<file path="src/rtl/com_pkg.sv">
// com_pkg: shared ASCII constants, state encodings and hex helpers for com_regbridge
package com_pkg;

    localparam logic [7:0] CH_S  = 8'h53;
    localparam logic [7:0] CH_R  = 8'h52;
    localparam logic [7:0] CH_D  = 8'h44;
    localparam logic [7:0] CH_K  = 8'h4B;
    localparam logic [7:0] CH_LF = 8'h0A;

    typedef enum logic [1:0] {RX_IDLE, RX_WCH, RX_WDAT, RX_RCH} rx_state_t;
    typedef enum logic {TX_IDLE, TX_SEND} tx_state_t;
    typedef enum logic {FR_DATA, FR_ACK} frame_t;

    // {valid, nibble}; accepts 0-9, A-F, a-f
    function automatic logic [4:0] hex2nib(input logic [7:0] c);
        return (c >= 8'h30 && c <= 8'h39) ? {1'b1, c[3:0]} :
               ((c >= 8'h41 && c <= 8'h46) || (c >= 8'h61 && c <= 8'h66)) ? {1'b1, c[3:0] + 4'd9} :
               5'd0;
    endfunction

    // uppercase hex character for a nibble
    function automatic logic [7:0] nib2hex(input logic [3:0] n);
        return n < 4'd10 ? {4'h3, n} : 8'h37 + {4'h0, n};
    endfunction

endpackage

</file>
<file path="src/rtl/com_tx_framer.sv">
// com_tx_framer: serialises one D or K frame into characters and drives the uart_tx handshake
module com_tx_framer
    import com_pkg::*;
#(
    parameter int DW = 8
) (
    input  logic          CLK,
    input  logic          RST,
    input  logic          valid,
    output logic          ready,
    input  frame_t        ftype,
    input  logic [3:0]    chan,
    input  logic [DW-1:0] value,
    input  logic          tx_busy,
    output logic          tx_start,
    output logic [7:0]    tx_data
);
    localparam int ND = DW / 4;
    localparam logic [3:0] DAT_LAST = 4'(ND + 2);

    tx_state_t     st;
    frame_t        ty;
    logic [3:0]    ch, idx;
    logic [DW-1:0] sr;
    logic [7:0]    cur;
    logic          last;

    assign ready = st == TX_IDLE;

    // character at the current position: lead letter, channel digit, value digits, LF
    always_comb begin
        cur  = idx == 4'd0 ? (ty == FR_ACK ? CH_K : CH_D) :
               idx == 4'd1 ? nib2hex(ch) :
               (ty == FR_DATA && idx < DAT_LAST) ? nib2hex(sr[DW-1 -: 4]) : CH_LF;
        last = idx == (ty == FR_ACK ? 4'd2 : DAT_LAST);
    end

    // one character per start/busy handshake; value digits shift out MSB-first
    always_ff @(posedge CLK) begin
        if (RST) begin
            st       <= TX_IDLE;
            ty       <= FR_DATA;
            ch       <= 4'd0;
            idx      <= 4'd0;
            sr       <= '0;
            tx_start <= 1'b0;
            tx_data  <= 8'd0;
        end else if (st == TX_IDLE) begin
            if (valid) begin
                st  <= TX_SEND;
                ty  <= ftype;
                ch  <= chan;
                sr  <= value;
                idx <= 4'd0;
            end
        end else if (!tx_busy && !tx_start) begin
            tx_start <= 1'b1;
            tx_data  <= cur;
        end else if (tx_busy && tx_start) begin
            tx_start <= 1'b0;
            idx      <= idx + 4'd1;
            if (idx >= 4'd2) sr <= sr << 4;
            if (last) st <= TX_IDLE;
        end
    end

endmodule

</file>
<file path="src/rtl/uart_rx.sv">
// uart_rx: 8N1 receiver, one-cycle rx_ready with rx_data; not reset, idles on a high line
module uart_rx #(
    parameter int CLK_FREQ = 12_000_000,
    parameter int BAUD     = 115200
) (
    input  logic       CLK,
    input  logic       RX,
    output logic       rx_ready,
    output logic [7:0] rx_data
);
    localparam int DIV = CLK_FREQ / BAUD;

    logic [1:0]  syn_n;
    logic        rxb, act;
    logic [15:0] cnt;
    logic [3:0]  bits;

    assign rxb = ~syn_n[1];

    // synchronise the line (stored inverted so power-up reads idle), then sample each bit mid-period
    always_ff @(posedge CLK) begin
        syn_n    <= {syn_n[0], ~RX};
        rx_ready <= 1'b0;
        if (!act) begin
            if (!rxb) begin
                act  <= 1'b1;
                cnt  <= 16'(DIV / 2);
                bits <= 4'd0;
            end
        end else if (cnt != 16'(DIV - 1)) begin
            cnt <= cnt + 16'd1;
        end else begin
            cnt  <= 16'd0;
            bits <= bits + 4'd1;
            if (bits == 4'd0 && rxb) act <= 1'b0;
            else if (bits == 4'd9) begin
                act      <= 1'b0;
                rx_ready <= rxb;
            end else if (bits != 4'd0) rx_data <= {rxb, rx_data[7:1]};
        end
    end

endmodule

</file>
<file path="src/rtl/uart_tx.sv">
// uart_tx: 8N1 transmitter, accepts tx_start while idle and holds tx_busy until the stop bit ends
module uart_tx #(
    parameter int CLK_FREQ = 12_000_000,
    parameter int BAUD     = 115200
) (
    input  logic       CLK,
    input  logic       tx_start,
    input  logic [7:0] tx_data,
    output logic       TX,
    output logic       tx_busy
);
    localparam int DIV = CLK_FREQ / BAUD;

    logic [9:0]  sh;
    logic [15:0] cnt;
    logic [3:0]  bits;

    assign TX = tx_busy ? sh[0] : 1'b1;

    // load start/data/stop on an idle start request, then shift one bit per baud period
    always_ff @(posedge CLK) begin
        if (!tx_busy) begin
            if (tx_start) begin
                tx_busy <= 1'b1;
                sh      <= {1'b1, tx_data, 1'b0};
                cnt     <= 16'd0;
                bits    <= 4'd0;
            end
        end else if (cnt != 16'(DIV - 1)) begin
            cnt <= cnt + 16'd1;
        end else begin
            cnt  <= 16'd0;
            sh   <= {1'b1, sh[9:1]};
            bits <= bits + 4'd1;
            if (bits == 4'd9) tx_busy <= 1'b0;
        end
    end

endmodule

</file>
<file path="src/rtl/com_regbridge.sv">
// com_regbridge: ASCII-hex UART bridge; host writes/reads NCHAN registers of DW bits, DATA_OUT changes auto-reported
// Optional: define COMREGBRIDGE_ACK_EN to answer each accepted write with "K<ch>\n"
module com_regbridge
    import com_pkg::*;
#(
    parameter int CLK_FREQ = 12_000_000,
    parameter int BAUD     = 115200,
    parameter int NCHAN    = 4,
    parameter int DW       = 8
) (
    input  logic                CLK,
    input  logic                RST,
    input  logic                RX,
    output logic                TX,
    output logic [NCHAN*DW-1:0] DATA_IN,
    output logic [NCHAN-1:0]    WR_STB,
    input  logic [NCHAN*DW-1:0] DATA_OUT
);
    localparam int ND = DW / 4;
    localparam logic [3:0] WLAST = 4'(ND - 1);

    logic          rx_ready, tx_start, tx_busy, fr_ready, accept;
    logic [7:0]    rx_data, tx_data;
    rx_state_t     rx_st;
    logic [3:0]    wch, cnt, rr, hn;
    logic          hv, wr_fire, rd_fire;
    logic [DW-1:0] acc, acc_n;
    logic [NCHAN-1:0] rd_pend, chg;
    logic [DW-1:0] shadow [NCHAN];
    logic          hi_v, lo_v, sel_v;
    logic [3:0]    hi_k, lo_k, sel_k;
    frame_t        sel_t;
    logic [DW-1:0] sel_val;

    uart_rx #(.CLK_FREQ(CLK_FREQ), .BAUD(BAUD)) u_rx (
        .CLK(CLK), .RX(RX), .rx_ready(rx_ready), .rx_data(rx_data)
    );

    uart_tx #(.CLK_FREQ(CLK_FREQ), .BAUD(BAUD)) u_tx (
        .CLK(CLK), .tx_start(tx_start), .tx_data(tx_data), .TX(TX), .tx_busy(tx_busy)
    );

    com_tx_framer #(.DW(DW)) u_framer (
        .CLK(CLK), .RST(RST), .valid(sel_v), .ready(fr_ready), .ftype(sel_t), .chan(sel_k),
        .value(sel_val), .tx_busy(tx_busy), .tx_start(tx_start), .tx_data(tx_data)
    );

    assign {hv, hn} = hex2nib(rx_data);
    assign acc_n    = (acc << 4) | DW'(hn);
    assign wr_fire  = rx_ready && rx_st == RX_WDAT && hv && cnt == WLAST;
    assign rd_fire  = rx_ready && rx_st == RX_RCH && hv;
    assign accept   = sel_v && fr_ready;

    // command parser, advanced only on received characters; S/R always restart a command
    always_ff @(posedge CLK) begin
        if (RST) begin
            rx_st <= RX_IDLE;
            wch   <= 4'd0;
            cnt   <= 4'd0;
            acc   <= '0;
        end else if (rx_ready) begin
            if (rx_data == CH_S) rx_st <= RX_WCH;
            else if (rx_data == CH_R) rx_st <= RX_RCH;
            else if (!hv) rx_st <= RX_IDLE;
            else begin
                case (rx_st)
                    RX_WCH: begin
                        rx_st <= RX_WDAT;
                        wch   <= hn;
                        cnt   <= 4'd0;
                        acc   <= '0;
                    end
                    RX_WDAT: begin
                        acc   <= acc_n;
                        cnt   <= cnt + 4'd1;
                        rx_st <= cnt == WLAST ? RX_IDLE : RX_WDAT;
                    end
                    default: rx_st <= RX_IDLE;
                endcase
            end
        end
    end

    // a completed write lands with its strobe; channels beyond NCHAN match no slot and vanish
    always_ff @(posedge CLK) begin
        if (RST) begin
            DATA_IN <= '0;
            WR_STB  <= '0;
        end else begin
            for (int k = 0; k < NCHAN; k++) begin
                WR_STB[k] <= wr_fire && wch == 4'(k);
                if (wr_fire && wch == 4'(k)) DATA_IN[k*DW +: DW] <= acc_n;
            end
        end
    end

    // a channel differs from what the host last saw
    always_comb begin
        chg = '0;
        for (int k = 0; k < NCHAN; k++) chg[k] = DATA_OUT[k*DW +: DW] != shadow[k];
    end

`ifdef COMREGBRIDGE_ACK_EN
    logic [NCHAN-1:0] ack_pend;

    // acks owed for accepted writes; a new write wins over a same-cycle clear
    always_ff @(posedge CLK) begin
        if (RST) ack_pend <= '0;
        else begin
            for (int k = 0; k < NCHAN; k++) begin
                if (accept && sel_t == FR_ACK && sel_k == 4'(k)) ack_pend[k] <= 1'b0;
                if (wr_fire && wch == 4'(k)) ack_pend[k] <= 1'b1;
            end
        end
    end
`endif

    // pick the next frame: acks, then reads (lowest channel), then changes round-robin from rr
    always_comb begin
        hi_v = 1'b0;
        lo_v = 1'b0;
        hi_k = 4'd0;
        lo_k = 4'd0;
        for (int k = NCHAN - 1; k >= 0; k--) begin
            if (chg[k] && 4'(k) >= rr) begin
                hi_v = 1'b1;
                hi_k = 4'(k);
            end
            if (chg[k] && 4'(k) < rr) begin
                lo_v = 1'b1;
                lo_k = 4'(k);
            end
        end
        sel_t = FR_DATA;
        sel_v = |rd_pend || hi_v || lo_v;
        sel_k = hi_v ? hi_k : lo_k;
        for (int k = NCHAN - 1; k >= 0; k--) if (rd_pend[k]) sel_k = 4'(k);
`ifdef COMREGBRIDGE_ACK_EN
        if (|ack_pend) begin
            sel_t = FR_ACK;
            sel_v = 1'b1;
        end
        for (int k = NCHAN - 1; k >= 0; k--) if (ack_pend[k]) sel_k = 4'(k);
`endif
        sel_val = '0;
        for (int k = 0; k < NCHAN; k++) if (sel_k == 4'(k)) sel_val = DATA_OUT[k*DW +: DW];
    end

    // a sent data frame becomes the host's view of that channel and satisfies any pending read
    always_ff @(posedge CLK) begin
        if (RST) begin
            rd_pend <= '0;
            rr      <= 4'd0;
            for (int k = 0; k < NCHAN; k++) shadow[k] <= '0;
        end else begin
            for (int k = 0; k < NCHAN; k++) begin
                if (accept && sel_t == FR_DATA && sel_k == 4'(k)) begin
                    shadow[k]  <= sel_val;
                    rd_pend[k] <= 1'b0;
                    rr         <= k == NCHAN - 1 ? 4'd0 : 4'(k + 1);
                end
                if (rd_fire && hn == 4'(k)) rd_pend[k] <= 1'b1;
            end
        end
    end

endmodule

</file>
<file path="config.mk">
export PLATFORM = sky130hd
export DESIGN_NAME = com_regbridge
export DESIGN_NICKNAME = d
export VERILOG_FILES = /design/src/rtl/com_pkg.sv /design/src/rtl/com_tx_framer.sv /design/src/rtl/uart_rx.sv /design/src/rtl/uart_tx.sv /design/src/rtl/com_regbridge.sv
export SDC_FILE = /design/constraint.sdc
export NUM_CORES = 1
export LEC_CHECK = 0
export BUFFER_PORTS_ARGS = -buffer_cell sky130_fd_sc_hd__buf_4
export CAP_MARGIN = 20
export CORE_UTILIZATION = 60
export CTS_BUF_LIST = sky130_fd_sc_hd__clkbuf_2 sky130_fd_sc_hd__clkbuf_4 sky130_fd_sc_hd__clkbuf_8
export CTS_CLUSTER_SIZE = 24
export DETAILED_ROUTE_END_ITERATION = 10
export GPL_TIMING_DRIVEN = 0
export PLACE_DENSITY = 0.8
export SYNTH_ARGS = -nofsm -noshare
export SYNTH_HDL_FRONTEND = slang
export SYNTH_SLANG_ARGS = --single-unit
export TNS_END_PERCENT = 5
</file>
<file path="constraint.sdc">
create_clock -name CLK -period 5 [get_ports CLK]
set_clock_uncertainty 0.15 [all_clocks]
set_input_delay 0.25 -clock CLK [delete_from_list [all_inputs] [get_ports CLK]]
set_output_delay 0.25 -clock CLK [all_outputs]
set_load 0.02 [all_outputs]
</file>
==> run_results.csv <==
group,metric,value,unit
layout,syn_to_final_growth,14.3,%
sta,fin_crit_sh,80.4,%
global_routing,grt.total_usage,27.1,%
synthesis,synth_edf_count,89,
power,netSwitchingPower,0.801,mW
sta,whs,0.182,ns
cts,cts_inserted_buffers,17,
cts,cts_sinks,173,
synthesis,synthTopCellsByCount,"nor2_1, edfxtp_1, dfxtp_1, nand2_1, a21oi_1",
place,portBuffers,71,
synthesis,synth_fp_nets,880,
power,pwr-share-clk,30.9,%
route,routedWlPerCell,16.8,microns
critical_path,crit_required,5.21,ns
cts,path_clk_slew,0.09,ns
sta,worst_slew_pin_slew,1.04,ns
sta,relSlewSlack,30.0,%
die,initial_core_util,62.2,%
synthesis,synth-compound-area-share,10.8,%
die,die_area,14300,sq um
layout,nets,976,
synthesis,synth_seq_cells,173,
cts,h-tree-depth,4,
route,routed_wl,18600,microns
critical_path,path_max_fanout,18,
layout,diodes,0,
cts,root_buffer,"clkbuf_8",
sta,fmax,249,MHz
layout,layout-drive-gt1-share,13.3,%
sta,rsz0062_at_grt,"false",
route,viasPerCell,5.80,
critical_path,worstSetupEndpointType,"flip-flop",
synthesis,synth_warnings,0,
place,place.gp.congestion,0.920,
synthesis,synth_xor_area_share,6.75,%
synthesis,yosys-top-cells-area,"edfxtp_1, dfxtp_1, nor2_1",
route,first_pass_iters,5,
power,intPower,2.21,mW
sta,hold_viol_final,0,
global_routing,antenna_found_initial,0,
cts,clk_latency,0.46,ns
synthesis,netlist_instances,823,
die,ioPinCount,72,
power,power_leakage,3.63,nW
power,vdd_drop_max,0.281,mV
run_status,status,"finished clean",
synthesis,ys_seq_area_share,52.5,%
synthesis,yosysTopAreaCell,"edfxtp_1",
synthesis,syn_area_per_cell,10.1,sq um
die,dieHeight,120,microns
sta,finalSetupViolCount,0,
global_routing,grt-ovfl-total,0,
power,power.share.sequential,55.7,%
synthesis,synth_top_family_by_area,"simple AND/OR/NAND/NOR gates",
die,die_w,120,microns
sta,period_needed,4.02,ns
route,antenna_left,0,
sta,fin_tns_setup,0,ns
synthesis,ys.flop_type,"edfxtp_1",
flow_run,cap_violations,0,
synthesis,synth_top_area_share,32.2,%
global_routing,grt_pass1_vias,6304,
layout,final_util,71.1,%
synthesis,synth-adder-area-share,3.32,%
global_routing,grt_pass1_wl,30300,microns
cts,cts_tree,"done",
die,fp-row-count,42,
power,swShare,26.6,%
route,drt_first_iter_violations,652,
route,vias,6421,
global_routing,grt_max_degree,19,
synthesis,synth.area.mux_share,4.33,%
route,drc,0,
synthesis,synthArstFlopShare,0,%
cts,clk_path_buf_depth,2,
synthesis,netlist_area,8300,sq um
power,total_power,3.01,mW
place,dpl.hpwl,13800,microns
layout,instances_no_fill,1108,
power,power.density,318,nW/um^2
cts,post_cts_resized,0,
place,placedCellCount,1071,
die,core_area,13300,sq um
critical_path,start_kind,"flip-flop",
sta,drv_slew,0,
synthesis,yosysMostFrequentCell,"nor2_1",
synthesis,synth_cell_type_count,64,
min_path,hp-class,"flip-flop to flip-flop",
critical_path,critical_path_class,"flip-flop to flip-flop",
power,p_comb_share,13.5,%
synthesis,synthSimpleGateAreaFrac,19.5,%
critical_path,worst_ep_arrival_time,4.23,ns
==> cells in the final DEF (no fill, tap or decap), drive strengths merged, types with 14 or more instances in the layout <==
cell type and instances:
a21oi 44, buf 76, clkbuf 47, dfxtp 84, edfxtp 89, ha 22, inv 34, mux2i 28
nand2 56, nand2b 14, nand3 22, nand4 14, nor2 139, nor3 22, o21ai 29, xnor2 42
xor2 22
==> registers in the layout, indices dropped and copies added (netlist names), 2 cells and up <==
name	cells
u_tx.cnt	16
WR_STB	4
rr	2
acc	4
u_rx.bits	4
u_rx.rx_data	8
rd_pend	4
shadow	32
cnt	4
rx_st	2
u_rx.syn_n	2
u_framer.tx_data	7
u_tx.bits	4
u_rx.cnt	16
u_framer.idx	4
wch	4
DATA_IN	32
u_framer.sr	8
u_tx.sh	9
u_framer.ch	2
==> routing by layer <==
metal	wire, microns	part of all wire, %	GRT usage, %
met1	7710	41	33.5
met2	9620	52	47.3
met3	1050	5.6	5.99
met4	201	1.1	8.13
met5	0	0	0
==> final timing paths <==
kind                         end  cells after the start  slack, ns           from
setup / recovery  u_framer.sr[2]                     11       0.98   u_tx.tx_busy
hold / removal     u_rx.syn_n[1]                      0       0.18  u_rx.syn_n[0]
setup reg to reg  u_framer.sr[2]                     11       0.98   u_tx.tx_busy
hold reg to reg    u_rx.syn_n[1]                      0       0.18  u_rx.syn_n[0]
==> critical path, cell delays in order (launching register included) <==
cell	delay [ns]
dfxtp_1	0.37
clkbuf_1	0.26
clkbuf_1	0.41
inv_1	0.23
ha_1	0.31
inv_1	0.51
and3_1	0.29
clkbuf_1	0.27
nor2_1	0.07
a31oi_1	0.55
nor2_1	0.18
a2bb2o_1	0.33
==> through the flow <==
stage / cell area [sq um] / setup WS (ns)
after global routing: 9480 / 0.667
after detailed placement: 9060 / 0.960
after floorplan: 8300 / 1.82
final: 9480 / 0.981
after global placement: 9050 / 1.20
after CTS: 9480 / 0.972
==> area by class of cell <==
cell class,instances,area (sq um)
flip-flops and latches,173,4350
fillers,1017,3860
multi-input cells,590,3710
repair buffers,77,591
clock buffers,22,284
well taps,176,220
plain buffers,29,121
inverters,31,116
clock inverters,10,90.1
==> repair_timing <==
action	4_1_cts	5_1_grt
setup buffers	0	0
hold endpoints to repair	5	0
hold buffers	5	0
==> power groups by stage <==
stage                     registers, mW  clock network, mW  logic (mW)
after CTS                          1.68              0.941       0.402
after global placement             1.70                  0       0.385
after floorplan                    1.69                  0       0.285
after global routing               1.69               1.00       0.445
final                              1.68              0.930       0.406
after detailed placement           1.71                  0       0.396
==> cell families after synthesis <==
| logic type | count (synthesis) |
|---|---|
| DFF | 173 |
| adders and majority gates | 22 |
| muxes | 35 |
| AOI/OAI and AO/OA | 132 |
| xor gates and xnor gates | 64 |
| and+or+nand+nor | 337 |
| buffers and inverters | 60 |
Power figures use the tool's default switching activity.
